**config.mk**
```make
export PLATFORM = sky130hd
export DESIGN_NAME = mem_port_arbiter
export DESIGN_NICKNAME = d
export VERILOG_FILES = /design/src/rtl/tiproc_mem_pkg.sv /design/src/rtl/mem_arb_pick.sv /design/src/rtl/mem_port_arbiter.sv
export SDC_FILE = /design/constraint.sdc
export NUM_CORES = 1
export LEC_CHECK = 0
export ABC_AREA = 1
export ABC_CLOCK_PERIOD_IN_PS = 1500
export CAP_MARGIN = 15
export CORE_UTILIZATION = 41
export CTS_BUF_LIST = sky130_fd_sc_hd__clkbuf_16
export DETAILED_ROUTE_END_ITERATION = 6
export PLACE_DENSITY = 0.95
export SLEW_MARGIN = 20
export SYNTH_ARGS = -nofsm -noshare
export SYNTH_HDL_FRONTEND = slang
export SYNTH_SLANG_ARGS = --single-unit
```
**constraint.sdc**
```tcl
create_clock -name clock -period 1.5 [get_ports clock]
set_input_delay 0.3 -clock clock [delete_from_list [all_inputs] [get_ports clock]]
set_output_delay 0.3 -clock clock [all_outputs]
set_load 0.01 [all_outputs]
```
**src/rtl/tiproc_mem_pkg.sv**
```systemverilog
// Shared types and defaults for the program/result memory port arbiter.
package tiproc_mem_pkg;

  localparam int unsigned DefAddrW = 8;
  localparam int unsigned DefDataW = 8;

  typedef enum logic [1:0] {
    StIdle,
    StRd,
    StRdAck,
    StWr
  } arb_state_t;

  typedef enum logic {
    GrantFetch,
    GrantRes
  } grant_t;

endpackage

```
**src/rtl/mem_arb_pick.sv**
```systemverilog
// Combinational winner select between fetch and result-store requests.
// MEM_ARB_ROUND_ROBIN_EN: alternate on conflict; otherwise result-store always wins.
module mem_arb_pick
  import tiproc_mem_pkg::*;
(
  input  logic   fetch_req_i,
  input  logic   res_req_i,
  input  grant_t last_grant_i,
  output logic   grant_valid_o,
  output grant_t grant_o
);

`ifdef MEM_ARB_ROUND_ROBIN_EN
  always_comb begin
    grant_valid_o = fetch_req_i | res_req_i;
    grant_o       = GrantRes;
    if (fetch_req_i && res_req_i) begin
      grant_o = (last_grant_i == GrantRes) ? GrantFetch : GrantRes;
    end else if (fetch_req_i) begin
      grant_o = GrantFetch;
    end
  end
`else
  // Fixed priority drains results first; history is kept upstream but not consulted here.
  logic unused_last_grant;
  assign unused_last_grant = last_grant_i;

  always_comb begin
    grant_valid_o = fetch_req_i | res_req_i;
    grant_o       = GrantRes;
    if (fetch_req_i && !res_req_i) begin
      grant_o = GrantFetch;
    end
  end
`endif

endmodule

```
**src/rtl/mem_port_arbiter.sv**
```systemverilog
// Serialises fetch reads and result-store writes onto one single-port memory with ack pulses.
// Conflict policy selected by MEM_ARB_ROUND_ROBIN_EN (see mem_arb_pick).
module mem_port_arbiter
  import tiproc_mem_pkg::*;
#(
  parameter int unsigned ADDR_W  = DefAddrW,
  parameter int unsigned DATA_W  = DefDataW,
  parameter int unsigned MEM_LAT = 1
) (
  input  logic              clock,
  input  logic              reset,
  input  logic              fetch_req,
  input  logic [ADDR_W-1:0] fetch_addr,
  output logic              fetch_ack,
  output logic [DATA_W-1:0] fetch_rdata,
  input  logic              res_req,
  input  logic [ADDR_W-1:0] res_addr,
  input  logic [DATA_W-1:0] res_wdata,
  output logic              res_ack,
  output logic              mem_en,
  output logic              mem_we,
  output logic [ADDR_W-1:0] mem_addr,
  output logic [DATA_W-1:0] mem_wdata,
  input  logic [DATA_W-1:0] mem_rdata,
  output logic              busy
);

  localparam int unsigned LatW = (MEM_LAT > 1) ? $clog2(MEM_LAT) : 1;

  arb_state_t      state_q;
  grant_t          last_grant_q;
  logic [LatW-1:0] lat_cnt_q;

  logic   grant_valid;
  grant_t grant;

  mem_arb_pick u_pick (
    .fetch_req_i   (fetch_req),
    .res_req_i     (res_req),
    .last_grant_i  (last_grant_q),
    .grant_valid_o (grant_valid),
    .grant_o       (grant)
  );

  always_ff @(posedge clock) begin
    if (!reset) begin
      state_q      <= StIdle;
      last_grant_q <= GrantRes;
      lat_cnt_q    <= '0;
      mem_en       <= 1'b0;
      mem_we       <= 1'b0;
      mem_addr     <= '0;
      mem_wdata    <= '0;
      fetch_ack    <= 1'b0;
      fetch_rdata  <= '0;
      res_ack      <= 1'b0;
    end else begin
      // Strobes default low so each is a single-cycle pulse.
      mem_en    <= 1'b0;
      mem_we    <= 1'b0;
      fetch_ack <= 1'b0;
      res_ack   <= 1'b0;
      unique case (state_q)
        StIdle: begin
          if (grant_valid) begin
            last_grant_q <= grant;
            mem_en       <= 1'b1;
            if (grant == GrantRes) begin
              mem_addr  <= res_addr;
              mem_wdata <= res_wdata;
              mem_we    <= 1'b1;
              res_ack   <= 1'b1;
              state_q   <= StWr;
            end else begin
              mem_addr  <= fetch_addr;
              lat_cnt_q <= LatW'(MEM_LAT - 1);
              state_q   <= StRd;
            end
          end
        end
        StRd: begin
          if (lat_cnt_q == '0) begin
            fetch_rdata <= mem_rdata;
            fetch_ack   <= 1'b1;
            state_q     <= StRdAck;
          end else begin
            lat_cnt_q <= lat_cnt_q - LatW'(1);
          end
        end
        StRdAck: state_q <= StIdle;
        StWr:    state_q <= StIdle;
        default: state_q <= StIdle;
      endcase
    end
  end

  assign busy = (state_q != StIdle);

  a_we_needs_en: assert property (@(posedge clock) disable iff (!reset) mem_we |-> mem_en);
  a_one_ack: assert property (@(posedge clock) disable iff (!reset) !(fetch_ack && res_ack));

endmodule

```
==> run_results.csv <==
group,metric,value,unit
timing,tightest_slew,0.235,ns
setup_path,rr_worst_depth,6,
setup_path,crit_chain,"clkdlybuf4s50_1",
cts,cts_buffer_depth,2,
setup_path,required,1.20,ns
setup_path,worstSetupStartpoint,"mem_wdata[5]",
min_path,holdCritStartpoint,"state_q[1]",
setup_path,rr_endpoint,"mem_wdata[5]",
drt,wl_met1,1230,um
outcome,status,"complete, no violations",
logic_synthesis,synth_top_family_by_area,"simple AND/OR/NAND/NOR gates",
drt,via_count,1229,
place,hpwl,2210,um
power_and_ir_drop,power.leakage,0.936,nW
setup_path,rrSetupSlack,0.44,ns
final_layout,seq_area,584,um2
logic_synthesis,synth_seq_cells,29,
logic_synthesis,synth_cell_types,17,
cts,clock_sinks,29,
final_layout,multi_input_area,522,um2
power_and_ir_drop,p_per_area,1130,nW/um2
logic_synthesis,syn_avg_cell_area,7.34,um2
drt,drc,0,
logic_synthesis,synthCells,165,
setup_path,crit_type,"reg -> out",
drt,highest-signal-layer,"met4",
drt,drt_iter0_drc,35,
logic_synthesis,syn_nets,201,
global_routing,track_usage,0.207,
logic_synthesis,ys_seq_area_frac,0.479,
timing,max_freq,692,MHz
power_and_ir_drop,p_total,2.32,mW
drt,wl_met2,1450,um
drt,wire_per_inst,11.0,um
global_routing,grt_overflow,0,
cts,cts-buffers-inserted,5,
die,start_util,0.435,
setup_path,cp-end-kind,"output port",
logic_synthesis,synth_fa_ha_area_frac,0,
logic_synthesis,yosysWarnings,0,
die,dieArea,3180,um2
logic_synthesis,yosys.area.top_type,"dfxtp_1",
final_layout,nFillCells,216,
min_path,worstHoldPathType,"reg -> reg",
global_routing,grt_max_degree,19,
cts,tritoncts,"built",
die,rows,19,
timing,period_minus_slack,1.45,ns
global_routing,grt_pass1_wl,4880,um
cts,ctsHtreeMaxLevel,2,
logic_synthesis,synth.area.top_cells,"dfxtp_1, nor2_1, nand2_1, o21ai_0, inv_1",
final_layout,drive_gt1_frac,0.109,
cts,holdBufCountCts,0,
cts,cts_root_buffer,"clkbuf_16",
final_layout,fin_area,2050,um2
final_layout,final_common_cell,"clkdlybuf4s50_1",
drt,vias_per_cell,4.57,
die,core-area,2780,um2
power_and_ir_drop,ir_worst_vdd,1.24,mV
cts,insertion_delay,0.27,ns
final_layout,antenna-diode-count,0,
timing,setup_viol,0,
logic_synthesis,yosys.area_share.simple,0.358,
setup_path,path_max_fanout,2,
timing,drv_slew,0,
min_path,min_delay_path_depth,1,
final_layout,utilization,0.737,
drt,met3_length,182,um
die,boundaryPins,65,
logic_synthesis,synth_compound_gate_area_share,0.0723,
final_layout,final_cell_mix,"clkdlybuf4s50_1, nor2_1, nand2_1, dfxtp_1, o21ai_0",
global_routing,antenna_found_initial,0,
setup_path,cp_slowest_cell,"clkdlybuf4s50_1",
timing,fin_tns_setup,0,ns
logic_synthesis,synth_xor_area_frac,0,
place,portBuffers,64,
setup_path,worstReg2RegStart,"state_q[1]",
place,placed_area,1900,um2
drt,ant_nets,0,
cts,clk_pin_slew_worst_paths,0.05,ns
drt,drt_wl_total,2960,um
die,dieHeight,56.4,um
min_path,hold_end,"state_q[1]",
logic_synthesis,synth_top_area_frac,0.479,
final_layout,nNetsFinal,273,
final_layout,synthToLayoutAreaGrowth,69.2,%
timing,slew_headroom,0.843,
setup_path,cp_num_cells,1,
die,die_w,56.4,um
logic_synthesis,synth_mux_area_frac,0,
timing,rsz0062_at_grt,"no",
setup_path,crit_arrival,1.15,ns
global_routing,first_global_vias,1132,
logic_synthesis,synth_area,1210,um2
setup_path,critPathBufInv,1,
run,cap_viol_max_count,0,
drt,first_pass_iters,3,
timing,clock-skew-final,0.00328,ns
setup_path,crit_family,"buffers and inverters",
place,gp_congestion,0.804,
setup_path,cp_slowest_stage_delay,0.54,ns
timing,finalCritPeriodShare,0.964,
timing,timing_hold_violations_final,0,
setup_path,worstSetupStartpointType,"flop",
[logic make-up after synthesis]
group / count (synthesis)
flip-flops: 29
AO/OA/AOI/OAI: 17
AND/OR/NAND/NOR: 98
buffers and inverters: 21
[area by class of cell]
class                      count  area share
clock inverter                 3     0.00672
clock buffer                   5      0.0610
timing repair buffer          71       0.345
tap                           31      0.0189
multi-input combinational    115       0.255
sequential                    29       0.285
inverter                      15      0.0287
[cells in the mapped netlist (all sizes together)]
| master | instances |
|---|---|
| dfxtp | 29 |
| nand3 | 8 |
| nand2 | 36 |
| o21ai | 16 |
| nor2 | 54 |
| clkbuf | 1 |
| inv | 15 |
| a211oi | 1 |
| buf | 5 |
[state kept, by name (all words and copies together), names as in the netlist]
| signal | count |
|---|---|
| fetch_rdata | 8 |
| mem_addr | 8 |
| mem_wdata | 8 |
| state_q | 2 |
| fetch_ack | 1 |
| mem_en | 1 |
| mem_we | 1 |
[layer usage]
layer  GRT usage  up-vias
met3      0.0922        7
met2       0.344       34
met4       0.122        0
met5           0        -
met1       0.216      541
li1            -      647
[power by group]
part / internal, mW / leakage, nW / switching [mW]
Combinational: 0.285 / 0.621 / 0.223
Clock: 0.599 / 0.0748 / 0.327
Sequential: 0.847 / 0.240 / 0.0374
[repair_timing]
| action | CTS | global route |
|---|---|---|
| endpoints found under the setup margin | 1 | 1 |
| pin swaps | 1 | 0 |
| resized for setup | 3 | 1 |
| buffers inserted | 1 | 0 |
| hold endpoints to repair | 0 | 0 |
[how the worst max path moves through the flow]
stage                         endpoint  slack [ns]
after detailed placement   mem_addr[5]        0.01
final                     mem_wdata[5]        0.05
after CTS                  mem_addr[5]        0.02
after floorplan            mem_addr[0]        0.53
after global routing       mem_addr[3]        0.02
after global placement     mem_addr[0]        0.05
[worst reg2reg max path: stages (launching register included)]
cell	delay (ns)
dfxtp_4	0.36
nor2_4	0.11
buf_4	0.14
nand2_4	0.08
inv_2	0.14
nor2_1	0.06
nor2_1	0.11
[metrics by stage]
step	hold WS [ns]	instances	setup WS (ns)
3_3_place_gp	0.465	260	0.0499
3_5_place_dp	0.475	260	0.0130
2_1_floorplan	0.435	165	0.529
6_report	0.464	269	0.0544
5_1_grt	0.478	269	0.0150
4_1_cts	0.467	269	0.0230
Note: power is estimated with default switching activity, not from simulation.
